===== config.mk =====
export PLATFORM = sky130hd
export DESIGN_NAME = seg7_scan_display
export DESIGN_NICKNAME = d
export VERILOG_FILES = /design/src/rtl/seg7_scan_display.sv
export SDC_FILE = /design/constraint.sdc
export NUM_CORES = 1
export LEC_CHECK = 0
export BUFFER_PORTS_ARGS = -buffer_cell sky130_fd_sc_hd__buf_2
export CAP_MARGIN = 5
export CORE_MARGIN = 4
export CORE_UTILIZATION = 60
export CTS_CLUSTER_DIAMETER = 80
export CTS_CLUSTER_SIZE = 10
export DETAILED_ROUTE_END_ITERATION = 8
export PLACE_DENSITY = 0.82
export SETUP_SLACK_MARGIN = 0.1
export SLEW_MARGIN = 20
export SYNTH_ARGS = -nofsm -noshare
export SYNTH_HDL_FRONTEND = slang
export SYNTH_SLANG_ARGS = --single-unit

===== constraint.sdc =====
create_clock -name clk -period 5.5 [get_ports clk]
set_clock_uncertainty 0.2 [all_clocks]
set_input_delay 1.375 -clock clk [delete_from_list [all_inputs] [get_ports clk]]
set_output_delay 1.375 -clock clk [all_outputs]
set_load 0.01 [all_outputs]

===== src/rtl/seg7_scan_display.sv =====
// seg7_scan_display: multiplexed seven-segment controller for DIGITS digits.
// Hex or double-dabble decimal capture into a display register, a fixed-rate
// digit scan, leading-zero blanking, per-digit decimal points and registered
// pin outputs in either polarity.
module seg7_scan_display #(
    parameter int DIGITS      = 4,
    parameter int REFRESH_DIV = 100000,
    parameter int ACTIVE_LOW  = 1
) (
    input  logic                  clk,
    input  logic                  reset,
    input  logic [4*DIGITS-1:0]   value,
    input  logic                  value_valid,
    input  logic                  bcd_mode,
    input  logic                  blank_lz,
    input  logic [DIGITS-1:0]     dp_mask,
    input  logic                  enable,
    output logic                  busy,
    output logic                  overflow,
    output logic [6:0]            led_segment,
    output logic [DIGITS-1:0]     anode_activate,
    output logic                  dp
);

    localparam int VW  = 4 * DIGITS;
    localparam int BW  = 4 * (DIGITS + 2);
    localparam int SW  = (DIGITS > 1) ? $clog2(DIGITS) : 1;
    localparam int CW  = $clog2(REFRESH_DIV);
    localparam int NW  = $clog2(VW + 1);
    localparam bit INV = (ACTIVE_LOW != 0);

    logic [VW-1:0]     disp;
    logic [VW-1:0]     bin;
    logic [BW-1:0]     bcd;
    logic [BW-1:0]     bcd_adj;
    logic [BW-1:0]     bcd_next;
    logic [NW-1:0]     shift_cnt;
    logic              last_shift;
    logic [CW-1:0]     refresh_cnt;
    logic [SW-1:0]     scan_idx;
    logic [3:0]        nib;
    logic              blank;
    logic              lit;
    logic [6:0]        glyph;
    logic [6:0]        seg_on;
    logic [DIGITS-1:0] anode_on;
    logic              dp_on;

    function automatic logic [6:0] seg_code(input logic [3:0] n);
        case (n)
            4'h0: seg_code = 7'h3F;
            4'h1: seg_code = 7'h06;
            4'h2: seg_code = 7'h5B;
            4'h3: seg_code = 7'h4F;
            4'h4: seg_code = 7'h66;
            4'h5: seg_code = 7'h6D;
            4'h6: seg_code = 7'h7D;
            4'h7: seg_code = 7'h07;
            4'h8: seg_code = 7'h7F;
            4'h9: seg_code = 7'h6F;
            4'hA: seg_code = 7'h77;
            4'hB: seg_code = 7'h7C;
            4'hC: seg_code = 7'h39;
            4'hD: seg_code = 7'h5E;
            4'hE: seg_code = 7'h79;
            default: seg_code = 7'h71;
        endcase
    endfunction

    // One double-dabble step: add 3 to every BCD digit >= 5, then shift in the next binary bit
    always_comb begin
        bcd_adj = bcd;
        for (int k = 0; k < DIGITS + 2; k++) begin
            if (bcd_adj[4*k +: 4] >= 4'd5) begin
                bcd_adj[4*k +: 4] = bcd_adj[4*k +: 4] + 4'd3;
            end
        end
        bcd_next   = {bcd_adj[BW-2:0], bin[VW-1]};
        last_shift = (shift_cnt == NW'(VW - 1));
    end

    // Capture handshake, decimal conversion and display register update
    always_ff @(posedge clk) begin
        if (reset) begin
            busy      <= 1'b0;
            overflow  <= 1'b0;
            disp      <= '0;
            bin       <= '0;
            bcd       <= '0;
            shift_cnt <= '0;
        end else if (busy) begin
            bin       <= bin << 1;
            bcd       <= bcd_next;
            shift_cnt <= shift_cnt + NW'(1);
            if (last_shift) begin
                busy <= 1'b0;
                // The two guard digits catch values past 10^DIGITS-1; display keeps old contents then
                if (bcd_next[BW-1 -: 8] != 8'h00) begin
                    overflow <= 1'b1;
                end else begin
                    overflow <= 1'b0;
                    disp     <= bcd_next[VW-1:0];
                end
            end
        end else if (value_valid) begin
            if (bcd_mode) begin
                bin       <= value;
                bcd       <= '0;
                shift_cnt <= '0;
                busy      <= 1'b1;
            end else begin
                disp     <= value;
                overflow <= 1'b0;
            end
        end
    end

    // Refresh counter and digit scan index, free-running
    always_ff @(posedge clk) begin
        if (reset) begin
            refresh_cnt <= '0;
            scan_idx    <= '0;
        end else if (refresh_cnt == CW'(REFRESH_DIV - 1)) begin
            refresh_cnt <= '0;
            scan_idx    <= (scan_idx == SW'(DIGITS - 1)) ? '0 : scan_idx + SW'(1);
        end else begin
            refresh_cnt <= refresh_cnt + CW'(1);
        end
    end

    // Glyph selection, blanking and enable gating for the digit currently scanned
    always_comb begin
        nib      = disp[{scan_idx, 2'b00} +: 4];
        blank    = blank_lz && !overflow && (scan_idx != '0) &&
                   ((disp >> {scan_idx, 2'b00}) == '0);
        lit      = enable && !blank;
        glyph    = overflow ? 7'h40 : seg_code(nib);
        seg_on   = lit ? glyph : 7'h00;
        anode_on = lit ? (DIGITS'(1) << scan_idx) : '0;
        dp_on    = lit && dp_mask[scan_idx];
    end

    // Registered pins, polarity applied last so reset drives them inactive
    always_ff @(posedge clk) begin
        if (reset) begin
            led_segment    <= {7{INV}};
            anode_activate <= {DIGITS{INV}};
            dp             <= INV;
        end else begin
            led_segment    <= seg_on ^ {7{INV}};
            anode_activate <= anode_on ^ {DIGITS{INV}};
            dp             <= dp_on ^ INV;
        end
    end

endmodule


# Word-level counts from Yosys, hierarchy flattened
# Memory sizes are Yosys's and may differ from the RTL's.
# Index checks and enable logic that the tools add are counted.
[totals] ff_bits=94 rom_bits=112 in_bits=26 out_inout_bits=14 elab_cells=94 memories=1
[classes] addsub=9 order_cmp=7 n_eq_ne=6 n_shift=3 mux=35 bitwise_logic=3 reduce_logical=18
[memory_table] memory="(no name shown)" words=16 word_bits=7 read_ports=1 rd_ports_with_merged_regs=0 wr=0 line_no="50" text="case (n)"
[ops] op="two-way mux 16 bit" n=8
[ops] op="two-way mux 24 bit" n=3
[ops] op="greater-or-equal comparator 4 x 3 -> 1 bit, second input constant" n=6
[ops] op="two-way mux 4 bit" n=6
[ops] op="adder 4 x 2 -> 4 bit, second input constant" n=5
[ops] op="adder 17 x 1 -> 17 bit, second input constant" n=1
[ops] op="== test 17 bit, second input constant" n=1
[ops] op="zero test 16 bit" n=1
[ops] op="variable part select 16 x 5 -> 4 bit" n=1
[ops] op=">> shifter 16 x 4 -> 16 bit" n=1
[ops] op="two-way mux 5 bit" n=3
[ops] op="two-way mux 7 bit" n=2
[ops] op="two-way mux 1 bit" n=10
[ops] op="nonzero test 8 bit" n=1
[ops] op="inverter 7 bit" n=1
[ops] op="nonzero test 2 bit" n=3
[ops] op="adder 5 x 1 -> 5 bit, second input constant" n=1
[ops] op="== test 5 x 4 -> 1 bit, second input constant" n=1
[ops] op="logical AND 1 bit" n=5
[ops] op="!= test 2 x 1 -> 1 bit, second input constant" n=2
[ops] op="inverter 4 bit" n=1
[ops] op="AND reduction 2 bit" n=2
[ops] op="AND reduction 4 bit" n=1
[ops] op="OR reduction 2 bit" n=2
[ops] op="12 further kinds" n=13

# Logic depth before layout (Yosys ltp)
[depth] word_depth=8 depth_mapped=10 depth_no_buf=8

# Worst setup path before layout
# No wires, ideal clock.
[synth_path] path_type="input to register" start="in bcd_mode" end="reg disp[10]" setup_ns=0.080 arrival_ns=2.609 t_required_ns=5.220 slack_ns=2.611 cell_stages=7 n_path_buf=3 cell_sequence="buf_2 nand2b_1 nor2_1 clkbuf_1 buf_2 a311oi_1 a211oi_2"
[synth_via] elab_chain_cells=2
[synth_lines] item="from (decl)" line_no="14" text="input logic bcd_mode,"
[synth_lines] item="!= test 2 x 1 -> 1 bit (no line)"
[synth_lines] item="AND reduction 4 bit (no line)"
[synth_lines] item="to (signal assigned)" line_no="102" text="disp <= bcd_next[VW-1:0];"
[synth_lines] item="to (signal assigned)" line_no="112" text="disp <= value;"
[synth_lines] item="to (decl)" line_no="32" text="logic [VW-1:0] disp;"
# Every way passes these cells.
# A chain may end at the register's enable or synchronous reset.

# Worst setup path after layout
[layout_path] start="reg busy" end="out busy"
[layout_lines] item="from (decl)" line_no="18" text="output logic busy,"
[layout_lines] item="from (signal assigned)" line_no="85" text="busy <= 1'b0;"
[layout_lines] item="from (signal assigned)" line_no="96" text="busy <= 1'b0;"
[layout_lines] item="from (signal assigned)" line_no="110" text="busy <= 1'b1;"
# No word-level cell between the ends.

==> metrics.md <==
| Metric | Value |
|---|---|
| FF+latch count, synth | `94` |
| Total Routing Usage GR | `23.4%` |
| Grt ovf | `0` |
| CTS H-tree depth | `3` |
| Hold crit path type | `reg -> reg` |
| Die area | `10200 um^2` |
| Setup total negative slack | `0 ns` |
| Pwr Density | `243 nW/um^2` |
| DP HPWL | `8.10 mm` |
| Synth Warn # | `0` |
| Syn nets | `673` |
| Max Fclk | `319 MHz` |
| Register area share after synthesis | `36.1%` |
| Max stage delay on crit path | `0.60 ns` |
| Nets@finish | `686` |
| Clk buf depth | `2` |
| First-pass iteration count of the detailed router | `5` |
| Resize count post-CTS | `0` |
| Fin. Hold Viols | `0` |
| First-pass GRT wire length | `19.9 mm` |
| Post-Route M1 WL | `5.19 mm` |
| Cell taking the most area after synthesis | `dfxtp_1` |
| CTS tree | `done` |
| Crit Path Max Fanout | `77` |
| Crit end category | `primary output` |
| Register clock-pin slew on the reported worst setup and hold paths | `0.10 ns` |
| Slew at the pin closest to its max-slew limit | `0.962 ns` |
| Slowest cell on the critical path | `buf_4` |
| Netlist Area Pre-Place | `5210 um^2` |
| Most common cell after layout, fill and taps aside | `dfxtp_1` |
| Final core utilization | `66.8%` |
| Top sig layer | `met4` |
| Post-route antenna net violation count | `0` |
| Max Cap Viol | `0` |
| Req. time, crit path | `3.92 ns` |
| Vias in the first global route | `4360` |
| Met2 wire len | `5.66 mm` |
| Num CTS Buffers | `9` |
| Bufs and invs on worst path | `2` |
| Final Cycle Share | `56.9%` |
| WL final | `11.7 mm` |
| Core Area | `8340 um^2` |
| Synth Flop Type | `dfxtp_1` |
| Via Count | `4620` |
| WP data arrival | `1.56 ns` |
| Slew HR | `35.7%` |
| CTS Sinks | `94` |
| Port bufs | `39` |
| Period minus WS final | `3.13 ns` |
| Initial core utilization | `62.5%` |
| Dpl cells | `729` |
| Peak supply drop | `0.000159 V` |
| Drt initial violations | `345` |
| DRC | `0` |
| Worst-Skew Late Latency | `0.35 ns` |
| Leak | `2.06 nW` |
| Cell family with most CP delay | `buffers and inverters` |
| Cts hold-fix bufs | `0` |
| Share of layout cells above drive strength 1 | `12.8%` |
| Die Ht | `101 um` |
| Number of setup buffers added after CTS | `0` |
| Area contributors post-synth | `dfxtp_1, a21oi_1, ha_1, nor2_1, nand3_1` |
| Initial antenna violation count | `0` |
| Post-synth ARST share | `0%` |
| Syn Area/Cell | `8.38 um^2` |
| Unique masters post-synth | `61` |
| Crit Path Class | `reg -> out` |
| Final Max Tran Viols | `0` |
| Setup violations, final | `0` |
| IO Pins | `40` |
| Final std cells w/o fill | `745` |
| Worst path cell trace | `buf_4 > buf_2` |
| Share of the synthesized area in the top cell type | `36.1%` |
| Chip Width | `101 um` |
| Status | `finished clean` |
| Global placer's final weighted congestion | `0.827` |
| Site Rows | `33` |
| EDFF count, synth | `0` |
| P&R area growth vs syn | `6.96%` |
| Ant diodes | `0` |
| RSZ-0062 raised after global routing | `false` |
| Routed vias/inst | `6.20` |
| Most frequent cells in the layout | `dfxtp_1, nor2_1, a21oi_1` |
| DR WL met3 | `701 um` |
| WL/cell | `15.7 um` |
| CP Launch Type | `flip-flop` |
| Largest net degree at the start of global routing | `79` |
| Cells after Synth | `622` |
| Clk root buf | `clkbuf_8` |
-- stage by stage --
stage          instance area [um^2]  hold WS [ns]  setup slack, ns  power [W]
2_1_floorplan                  5210         0.230             2.61   0.000837
3_3_place_gp                   5350         0.244             1.81   0.000872
3_5_place_dp                   5350         0.254             1.73   0.000879
4_1_cts                        5570         0.277             2.10    0.00136
5_1_grt                        5570         0.298             2.15    0.00141
6_report                       5570         0.270             2.37    0.00135
-- worst paths after layout --
kind / slack, ns / start / endpoint / depth (start not counted)
worst min-delay path: 0.27 / refresh_cnt[0] / refresh_cnt[0] / 1
worst max-delay path: 2.37 / busy / busy / 2
worst min register to register: 0.27 / refresh_cnt[0] / refresh_cnt[0] / 1
worst max register to register: 2.42 / shift_cnt[0] / disp[2] / 8
-- report_power, final --
part,total [W],internal [W],switching (W)
combinational,0.000151,0.0000560,0.0000954
clock,0.000488,0.000239,0.000249
sequential,0.000714,0.000701,0.0000133
-- flip-flops by register name, summed over array words and instances, names as in the netlist --
name            count
anode_activate      4
disp               16
refresh_cnt        17
bin                16
scan_idx            2
busy                1
shift_cnt           5
overflow            1
dp                  1
bcd                24
led_segment         7
-- logic make-up after synthesis --
family	Yosys count	synth area share, %
buffers and inverters	67	6.05
adder cells (fa/ha/maj)	25	6.00
XOR/XNOR	21	3.53
AND/OR/NAND/NOR	244	23.2
flip-flops	94	36.1
AO/OA/AOI/OAI	151	19.5
multiplexers	20	5.57
-- cells in the mapped netlist (10+ instances only) --
library cell / count
dfxtp_1: 94
nor2_1: 73
a21oi_1: 64
nand2_1: 48
nand3_1: 36
ha_1: 25
inv_1: 24
clkbuf_1: 21
o21ai_0: 21
xnor2_1: 17
nor3_1: 16
and3_1: 12
nor3b_1: 12
mux2i_1: 11
a211oi_1: 10
-- area by class of cell --
type | count | area [um^2]
inverters | 25 | 93.8
well taps | 105 | 131
repair buffers | 44 | 233
clock inverters | 5 | 65.1
fillers | 714 | 2770
clock buffers | 11 | 151
multi-input cells | 461 | 3020
flip-flops and latches | 94 | 1880
-- per-layer routing --
metal	vias up	track usage, %
met5	-	0
met4	0	7.26
met3	9	3.86
met2	145	39.2
met1	2202	30.9
li1	2264	-
No activity file was read; power rests on OpenSTA's default activity.
